$ cat src/rtl/axi_read_arbiter_if.sv
// Purpose: bundles the AXI read master channels and the per-port reader request/data buses.
// Latency: none (signal container only).
// Backpressure: carries arready/rready and per-port rdy signals; no buffering.
interface axi_read_arbiter_if #(
   parameter int NUM_PORTS = 4,
   parameter int PORT_BITS = 2,
   parameter int ID_W      = 8,
   parameter int ADDR_W    = 32,
   parameter int LEN_W     = 8,
   parameter int DATA_W    = 256
);
   // AXI AR channel
   logic                                    axi_arready_in;
   logic [ID_W-1:0]                         axi_arid_out;
   logic [ADDR_W-1:0]                       axi_araddr_out;
   logic [LEN_W-1:0]                        axi_arlen_out;
   logic                                    axi_arvalid_out;
   // AXI R channel
   logic [ID_W-1:0]                         axi_rid_in;
   logic [DATA_W-1:0]                       axi_rdata_in;
   logic                                    axi_rlast_in;
   logic                                    axi_rvalid_in;
   logic                                    axi_rready_out;
   // reader ports
   logic [NUM_PORTS-1:0]                    active_ports_in;
   logic [NUM_PORTS*(ID_W-PORT_BITS)-1:0]   rd_id_in;
   logic [NUM_PORTS*ADDR_W-1:0]             rd_addr_in;
   logic [NUM_PORTS*LEN_W-1:0]              rd_len_in;
   logic [NUM_PORTS-1:0]                    rd_info_valid_in;
   logic [NUM_PORTS-1:0]                    rd_info_rdy_out;
   logic [DATA_W-1:0]                       rd_data_out;
   logic                                    rd_data_last_out;
   logic [NUM_PORTS-1:0]                    rd_data_valid_out;
   logic [NUM_PORTS-1:0]                    rd_data_rdy_in;
   logic                                    bad_rid_out;

   // arbiter side: drives the AXI master outputs and the reader responses
   modport master (
      input  axi_arready_in, axi_rid_in, axi_rdata_in, axi_rlast_in, axi_rvalid_in,
      input  active_ports_in, rd_id_in, rd_addr_in, rd_len_in, rd_info_valid_in, rd_data_rdy_in,
      output axi_arid_out, axi_araddr_out, axi_arlen_out, axi_arvalid_out, axi_rready_out,
      output rd_info_rdy_out, rd_data_out, rd_data_last_out, rd_data_valid_out, bad_rid_out
   );

   // environment side: readers plus the downstream AXI slave
   modport slave (
      output axi_arready_in, axi_rid_in, axi_rdata_in, axi_rlast_in, axi_rvalid_in,
      output active_ports_in, rd_id_in, rd_addr_in, rd_len_in, rd_info_valid_in, rd_data_rdy_in,
      input  axi_arid_out, axi_araddr_out, axi_arlen_out, axi_arvalid_out, axi_rready_out,
      input  rd_info_rdy_out, rd_data_out, rd_data_last_out, rd_data_valid_out, bad_rid_out
   );
endinterface

$ cat src/rtl/axi_read_arbiter.sv
// Purpose: round-robin share of one AXI read master among NUM_PORTS readers, R beats routed by RID tag.
// Latency: grant pulse in cycle t, registered AR valid from t+1; R path is zero-latency combinational.
// Backpressure: AR held stable until arready; rready follows the tagged port's rdy; bursts capped per port.
module axi_read_arbiter #(
   parameter int NUM_PORTS       = 4,
   parameter int PORT_BITS       = 2,
   parameter int ID_W            = 8,
   parameter int ADDR_W          = 32,
   parameter int LEN_W           = 8,
   parameter int DATA_W          = 256,
   parameter int MAX_OUTSTANDING = 4,
   parameter int CNT_W           = 3
) (
   input logic                clk,
   input logic                rst,
   axi_read_arbiter_if.master bus
);
   localparam int LID_W = ID_W - PORT_BITS;

   typedef enum logic {IDLE, ISSUE} state_t;

   state_t               state;
   logic [PORT_BITS-1:0] ptr;
   logic [PORT_BITS-1:0] gnt_q;
   logic [PORT_BITS-1:0] gnt_idx;
   logic [PORT_BITS-1:0] cand;
   logic                 gnt_found;
   logic [NUM_PORTS-1:0] eligible;
   logic [NUM_PORTS-1:0] inc_vec;
   logic [NUM_PORTS-1:0] dec_vec;
   logic [CNT_W-1:0]     outstanding [NUM_PORTS];
   logic [PORT_BITS-1:0] tag;
   logic                 tag_ok;
   logic                 r_done;
   logic [DATA_W-1:0]    r_dat;
   logic                 unused_rid_local;

   // a port may be granted only while enabled, requesting and below its burst cap
   always_comb begin
      eligible = '0;
      for (int p = 0; p < NUM_PORTS; p++) begin
         eligible[p] = bus.rd_info_valid_in[p] & bus.active_ports_in[p]
                       & (outstanding[p] < CNT_W'(MAX_OUTSTANDING));
      end
   end

   // first eligible port scanning upward from ptr, wrapping at NUM_PORTS
   always_comb begin
      gnt_found = 1'b0;
      gnt_idx   = '0;
      cand      = '0;
      for (int off = 0; off < NUM_PORTS; off++) begin
         cand = PORT_BITS'((int'(ptr) + off) % NUM_PORTS);
         if (!gnt_found && eligible[cand]) begin
            gnt_found = 1'b1;
            gnt_idx   = cand;
         end
      end
   end

   assign bus.rd_info_rdy_out = (!rst && state == IDLE && gnt_found)
                                ? (NUM_PORTS'(1) << gnt_idx) : '0;

   // grant/issue FSM owning the registered AR channel and the priority pointer
   always_ff @(posedge clk) begin
      if (rst) begin
         state               <= IDLE;
         ptr                 <= '0;
         gnt_q               <= '0;
         bus.axi_arvalid_out <= 1'b0;
         bus.axi_arid_out    <= '0;
         bus.axi_araddr_out  <= '0;
         bus.axi_arlen_out   <= '0;
      end else begin
         case (state)
            IDLE: begin
               if (gnt_found) begin
                  gnt_q               <= gnt_idx;
                  bus.axi_arid_out    <= {gnt_idx, bus.rd_id_in[gnt_idx*LID_W +: LID_W]};
                  bus.axi_araddr_out  <= bus.rd_addr_in[gnt_idx*ADDR_W +: ADDR_W];
                  bus.axi_arlen_out   <= bus.rd_len_in[gnt_idx*LEN_W +: LEN_W];
                  bus.axi_arvalid_out <= 1'b1;
                  state               <= ISSUE;
               end
            end
            ISSUE: begin
               if (bus.axi_arready_in) begin
                  bus.axi_arvalid_out <= 1'b0;
                  ptr   <= (gnt_q == PORT_BITS'(NUM_PORTS - 1)) ? '0 : gnt_q + 1'b1;
                  state <= IDLE;
               end
            end
            default: state <= IDLE;
         endcase
      end
   end

   // R routing: the upper RID bits select the port; unknown tags are sunk
   assign tag              = bus.axi_rid_in[ID_W-1 -: PORT_BITS];
   assign tag_ok           = ({1'b0, tag} < (PORT_BITS + 1)'(NUM_PORTS));
   assign bus.rd_data_valid_out = tag_ok ? (NUM_PORTS'(bus.axi_rvalid_in) << tag) : '0;
   assign bus.axi_rready_out    = tag_ok ? bus.rd_data_rdy_in[tag] : 1'b1;
   assign r_dat                 = bus.axi_rdata_in;
   assign bus.rd_data_out       = r_dat;
   assign bus.rd_data_last_out  = bus.axi_rlast_in;
   assign r_done = bus.axi_rvalid_in & bus.axi_rready_out & bus.axi_rlast_in & tag_ok;
   // the port-local ID bits are meaningful only to the reader, not to routing
   assign unused_rid_local = ^bus.axi_rid_in[LID_W-1:0];

   // per-port burst start (AR accepted) and burst end (last beat taken) events
   always_comb begin
      inc_vec = '0;
      dec_vec = '0;
      for (int p = 0; p < NUM_PORTS; p++) begin
         inc_vec[p] = (state == ISSUE) & bus.axi_arready_in & (gnt_q == PORT_BITS'(p));
         dec_vec[p] = r_done & (tag == PORT_BITS'(p));
      end
   end

   // outstanding counters: simultaneous start/end cancels, no wrap in either direction
   always_ff @(posedge clk) begin
      if (rst) begin
         for (int p = 0; p < NUM_PORTS; p++) outstanding[p] <= '0;
      end else begin
         for (int p = 0; p < NUM_PORTS; p++) begin
            if (inc_vec[p] && !dec_vec[p] && outstanding[p] != '1)
               outstanding[p] <= outstanding[p] + 1'b1;
            else if (dec_vec[p] && !inc_vec[p] && outstanding[p] != '0)
               outstanding[p] <= outstanding[p] - 1'b1;
         end
      end
   end

   // sticky flag for any valid beat carrying a tag beyond the configured ports
   always_ff @(posedge clk) begin
      if (rst)
         bus.bad_rid_out <= 1'b0;
      else if (bus.axi_rvalid_in && !tag_ok)
         bus.bad_rid_out <= 1'b1;
   end
endmodule

$ cat src/flat_wrapper.sv
// flat-port wrapper written by rule: the top's interface ports become plain ports
module axi_read_arbiter_flat 
#(
   parameter int NUM_PORTS       = 4,
   parameter int PORT_BITS       = 2,
   parameter int ID_W            = 8,
   parameter int ADDR_W          = 32,
   parameter int LEN_W           = 8,
   parameter int DATA_W          = 256,
   parameter int MAX_OUTSTANDING = 4,
   parameter int CNT_W           = 3
)
  (clk, rst, bus_axi_arready_in, bus_axi_rid_in, bus_axi_rdata_in, bus_axi_rlast_in, bus_axi_rvalid_in, bus_active_ports_in, bus_rd_id_in, bus_rd_addr_in, bus_rd_len_in, bus_rd_info_valid_in, bus_rd_data_rdy_in, bus_axi_arid_out, bus_axi_araddr_out, bus_axi_arlen_out, bus_axi_arvalid_out, bus_axi_rready_out, bus_rd_info_rdy_out, bus_rd_data_out, bus_rd_data_last_out, bus_rd_data_valid_out, bus_bad_rid_out);
  axi_read_arbiter_if #(.NUM_PORTS(NUM_PORTS), .PORT_BITS(PORT_BITS), .ID_W(ID_W), .ADDR_W(ADDR_W), .LEN_W(LEN_W), .DATA_W(DATA_W)) bus_i ();
  input logic clk;
  input logic rst;
  input wire logic [$bits(bus_i.axi_arready_in)-1:0] bus_axi_arready_in;
  input wire logic [$bits(bus_i.axi_rid_in)-1:0] bus_axi_rid_in;
  input wire logic [$bits(bus_i.axi_rdata_in)-1:0] bus_axi_rdata_in;
  input wire logic [$bits(bus_i.axi_rlast_in)-1:0] bus_axi_rlast_in;
  input wire logic [$bits(bus_i.axi_rvalid_in)-1:0] bus_axi_rvalid_in;
  input wire logic [$bits(bus_i.active_ports_in)-1:0] bus_active_ports_in;
  input wire logic [$bits(bus_i.rd_id_in)-1:0] bus_rd_id_in;
  input wire logic [$bits(bus_i.rd_addr_in)-1:0] bus_rd_addr_in;
  input wire logic [$bits(bus_i.rd_len_in)-1:0] bus_rd_len_in;
  input wire logic [$bits(bus_i.rd_info_valid_in)-1:0] bus_rd_info_valid_in;
  input wire logic [$bits(bus_i.rd_data_rdy_in)-1:0] bus_rd_data_rdy_in;
  output wire logic [$bits(bus_i.axi_arid_out)-1:0] bus_axi_arid_out;
  output wire logic [$bits(bus_i.axi_araddr_out)-1:0] bus_axi_araddr_out;
  output wire logic [$bits(bus_i.axi_arlen_out)-1:0] bus_axi_arlen_out;
  output wire logic [$bits(bus_i.axi_arvalid_out)-1:0] bus_axi_arvalid_out;
  output wire logic [$bits(bus_i.axi_rready_out)-1:0] bus_axi_rready_out;
  output wire logic [$bits(bus_i.rd_info_rdy_out)-1:0] bus_rd_info_rdy_out;
  output wire logic [$bits(bus_i.rd_data_out)-1:0] bus_rd_data_out;
  output wire logic [$bits(bus_i.rd_data_last_out)-1:0] bus_rd_data_last_out;
  output wire logic [$bits(bus_i.rd_data_valid_out)-1:0] bus_rd_data_valid_out;
  output wire logic [$bits(bus_i.bad_rid_out)-1:0] bus_bad_rid_out;
  assign bus_i.axi_arready_in = bus_axi_arready_in;
  assign bus_i.axi_rid_in = bus_axi_rid_in;
  assign bus_i.axi_rdata_in = bus_axi_rdata_in;
  assign bus_i.axi_rlast_in = bus_axi_rlast_in;
  assign bus_i.axi_rvalid_in = bus_axi_rvalid_in;
  assign bus_i.active_ports_in = bus_active_ports_in;
  assign bus_i.rd_id_in = bus_rd_id_in;
  assign bus_i.rd_addr_in = bus_rd_addr_in;
  assign bus_i.rd_len_in = bus_rd_len_in;
  assign bus_i.rd_info_valid_in = bus_rd_info_valid_in;
  assign bus_i.rd_data_rdy_in = bus_rd_data_rdy_in;
  assign bus_axi_arid_out = bus_i.axi_arid_out;
  assign bus_axi_araddr_out = bus_i.axi_araddr_out;
  assign bus_axi_arlen_out = bus_i.axi_arlen_out;
  assign bus_axi_arvalid_out = bus_i.axi_arvalid_out;
  assign bus_axi_rready_out = bus_i.axi_rready_out;
  assign bus_rd_info_rdy_out = bus_i.rd_info_rdy_out;
  assign bus_rd_data_out = bus_i.rd_data_out;
  assign bus_rd_data_last_out = bus_i.rd_data_last_out;
  assign bus_rd_data_valid_out = bus_i.rd_data_valid_out;
  assign bus_bad_rid_out = bus_i.bad_rid_out;
  axi_read_arbiter #(.NUM_PORTS(NUM_PORTS), .PORT_BITS(PORT_BITS), .ID_W(ID_W), .ADDR_W(ADDR_W), .LEN_W(LEN_W), .DATA_W(DATA_W), .MAX_OUTSTANDING(MAX_OUTSTANDING), .CNT_W(CNT_W)) u_core (.clk(clk), .rst(rst), .bus(bus_i));
endmodule
$ cat config.mk
export PLATFORM = sky130hd
export DESIGN_NAME = axi_read_arbiter_flat
export DESIGN_NICKNAME = d
export VERILOG_FILES = /design/src/rtl/axi_read_arbiter_if.sv /design/src/rtl/axi_read_arbiter.sv /design/src/flat_wrapper.sv
export SDC_FILE = /design/constraint.sdc
export NUM_CORES = 1
export LEC_CHECK = 0
export CELL_PAD_IN_SITES_DETAIL_PLACEMENT = 1
export CELL_PAD_IN_SITES_GLOBAL_PLACEMENT = 1
export CORE_AREA = 3 3 300 302
export CTS_CLUSTER_SIZE = 28
export DETAILED_ROUTE_END_ITERATION = 6
export DIE_AREA = 0 0 303 305
export GPL_TIMING_DRIVEN = 0
export HOLD_SLACK_MARGIN = 0.05
export PLACE_DENSITY = 0.44
export SYNTH_ARGS = -nofsm -noshare
export SYNTH_HDL_FRONTEND = slang
export SYNTH_SLANG_ARGS = --single-unit
$ cat constraint.sdc
create_clock -name clk -period 7.15 [get_ports clk]
set_input_delay 1.43 -clock clk [delete_from_list [all_inputs] [get_ports clk]]
set_output_delay 1.43 -clock clk [all_outputs]
set_load 0.01 [all_outputs]
==> out/qor.csv <==
metric,value,unit
Clock transition at path regs,0.07,ns
Placed Instances,2476,
"commonest non-fill, non-tap cell in the layout",clkdlybuf4s50_1,
vias in the first global route,8922,
CTS buffer count,9,
DP Wirelength,42130,um
Port Buf Inserts,515,
DRC violations left,0,
LEAKAGE,5.180,nW
most frequent cells in the layout,"clkdlybuf4s50_1, buf_4, nor2_1, a21oi_1, nand2_1",
maximum clock frequency,183.7,MHz
Critical Path Sink Type,output port,
Worst EP required,5.72,ns
Starting DRT DRC Count,218,
Die Ht,305,um
cts repair resizes,0,
total track usage,0.1021,
RSZ-0062 raised after global routing,false,
skew final,0.009822,ns
DRT Pass-1 Iters,6,
Via Count,7893,
final setup fails,0,
grt ovf,0,
final hold violations,0,
layout cell share with drive strength beyond 1,0.2924,
DRT Wirelength,49520,um
routability congestion estimate,0.7768,
setup TNS,0,ns
Area Growth Syn to Fin,101.2,%
Synth Register Bits,64,
CP Class,in -> out,
Syn Area/Cell,8.587,um^2
MaxCap Viol Count,0,
Setup crit start kind,primary input,
Syn Inst Count,796,
Rows,109,
Crit path arrival time,4.01,ns
global-route wire length before repair,66500,um
Final Non-Filler Cells,2493,
"FFs w/ async S/R, synth",0,
Slew HR,0.2316,
origin of the worst min-delay path,u_core.bus.axi_arvalid_out$_SDFFE_PP0P_,
minimum clock period,5.443,ns
initial antenna violation count,6,
worst flop-to-flop path endpoint,u_core.bus.axi_arid_out[3]$_SDFFE_PP0P_,
Syn Nets,1272,
Yosys cell types,60,
Slew Limit Fails,0,
R2R Path Start,u_core.outstanding[2][2]$_SDFFCE_PN0P_,
clock root cell,clkbuf_16,
clock tree sinks,64,
H-tree depth,3,
die width,303,um
initial core utilization,0.07770,
CP max FO,10,
Slew @ Worst Pin,1.153,ns
r2r worst-path depth,6,
reg2reg setup slack,4.30,ns
worst setup path end,bus_rd_info_rdy_out[1],
Clock Path Buffers,2,
status,"complete, no violations",
hold crit path type,reg -> reg,
Vias/cell,3.166,
drt wl/cell,19.86,um
final setup margin,1.707,ns
post-synthesis sequential area ratio,0.2050,
Core ar.,87970,um^2
number of synthesized flops with an enable pin,12,
dpl ws,1.507,ns
Power Dens Cells,132.1,nW/um^2
CP startpoint,rst,
Yosys warnings,0,
post-CTS setup buffers,0,
I/O pins,781,
Die Area,92420,um^2
"Cell Area, Synth",6835,um^2
cts hold-fix bufs,0,
final net count,1798,
CTS tree,done,
largest net degree at the start of global routing,13,
Final period util,0.7612,
Final ANT Viol Nets,0,
clock latency on the worst-skew pair,0.38,ns
Max rail drop VDD,0.09533,mV
"Top FF cell, synth",dfxtp_1,
-- synth_stat cells (8+ instances only) --
master	n	area [um^2]
nand2_1	53	198.9
buf_6	12	135.1
a22oi_1	18	135.1
a311oi_1	10	87.58
a22oi_2	30	375.4
dfxtp_1	52	1041
a21oi_1	57	285.3
a311oi_2	36	540.5
buf_4	267	2004
edfxtp_1	12	360.4
buf_2	13	65.06
clkbuf_1	18	67.56
a22o_1	46	402.9
ha_1	8	100.1
nor2_1	59	221.5
inv_1	13	48.80
-- layout make-up --
type / instances / area (um^2)
fillers: 10420 / 74210
repair buffers: 515 / 5155
multi-input cells: 407 / 3105
plain buffers: 312 / 2280
well taps: 1165 / 1458
flip-flops and latches: 64 / 1401
clock buffers: 10 / 239.0
clock inverters: 6 / 66.31
inverters: 13 / 48.80
diodes: 1 / 2.502
-- worst min-delay path by stage --
stage / endpoint / slack [ns] / depth (start not counted)
after floorplan: u_core.bus.axi_arvalid_out$_SDFFE_PP0P_ / 0.51 / 1
after global placement: u_core.bus.axi_arvalid_out$_SDFFE_PP0P_ / 0.46 / 1
after detailed placement: u_core.bus.axi_arvalid_out$_SDFFE_PP0P_ / 0.48 / 1
after CTS: u_core.bus.axi_arvalid_out$_SDFFE_PP0P_ / 0.50 / 1
after global routing: u_core.bus.axi_arvalid_out$_SDFFE_PP0P_ / 0.52 / 1
final: u_core.bus.axi_arvalid_out$_SDFFE_PP0P_ / 0.49 / 1
-- sequential cells by signal (all words and copies together), names as in the netlist --
signal                      count
u_core.bus.axi_araddr_out      32
u_core.bus.axi_arid_out         7
u_core.bus.axi_arlen_out        8
u_core.bus.axi_arvalid_out      1
u_core.gnt_q                    1
u_core.outstanding             12
u_core.ptr                      2
u_core.state                    1
-- critical path, stage by stage --
cell and delay (ns):
clkdlybuf4s50_1 0.59, clkbuf_1 0.64, clkbuf_1 0.66, nor3_1 0.15, clkdlybuf4s50_1 0.55
-- stage by stage --
| stage | total power [W] | util | hold WS (ns) | area (um^2) |
|---|---|---|---|---|
| 6_report | 0.001817 | 0.1564 | 0.4880 | 13760 |
| 2_1_floorplan | 0.0008303 | - | 0.5095 | 6835 |
| 3_3_place_gp | 0.001324 | 0.1529 | 0.4562 | 13450 |
| 3_5_place_dp | 0.001332 | 0.1529 | 0.4827 | 13450 |
| 5_1_grt | 0.001935 | 0.1563 | 0.5240 | 13750 |
| 4_1_cts | 0.001889 | 0.1563 | 0.5002 | 13750 |
-- where the power goes --
part	switching (W)	leakage (nW)	internal, W
sequential	0.0000294	0.555	0.000408
clock	0.000236	0.141	0.000281
combinational	0.000382	4.48	0.000481
total	0.000647	5.18	0.00117
-- logic make-up (layout without fill, tap and decap cells) --
group / after synthesis / after routing / synth area share
AOI/OAI and AO/OA: 225 / 225 / 0.3024
xor gates and xnor gates: 2 / 2 / 0.002563
adders and majority gates: 11 / 11 / 0.02343
buffers and inverters: 325 / 856 / 0.3407
DFF: 64 / 64 / 0.2050
muxes: 6 / 6 / 0.01062
other: 1 / 2 / 0.0005486
and+or+nand+nor: 162 / 162 / 0.1148
-- routing by layer --
layer,up-vias,global-route usage,routed length [um],part of all wire
met5,-,0,27,0.00055
met4,4,0.02871,1205,0.024
met3,30,0.02906,3447,0.070
met2,382,0.1893,25920,0.52
met1,3835,0.1117,18920,0.38
li1,3642,-,-,-
Note: power is estimated with default switching activity, not from simulation.
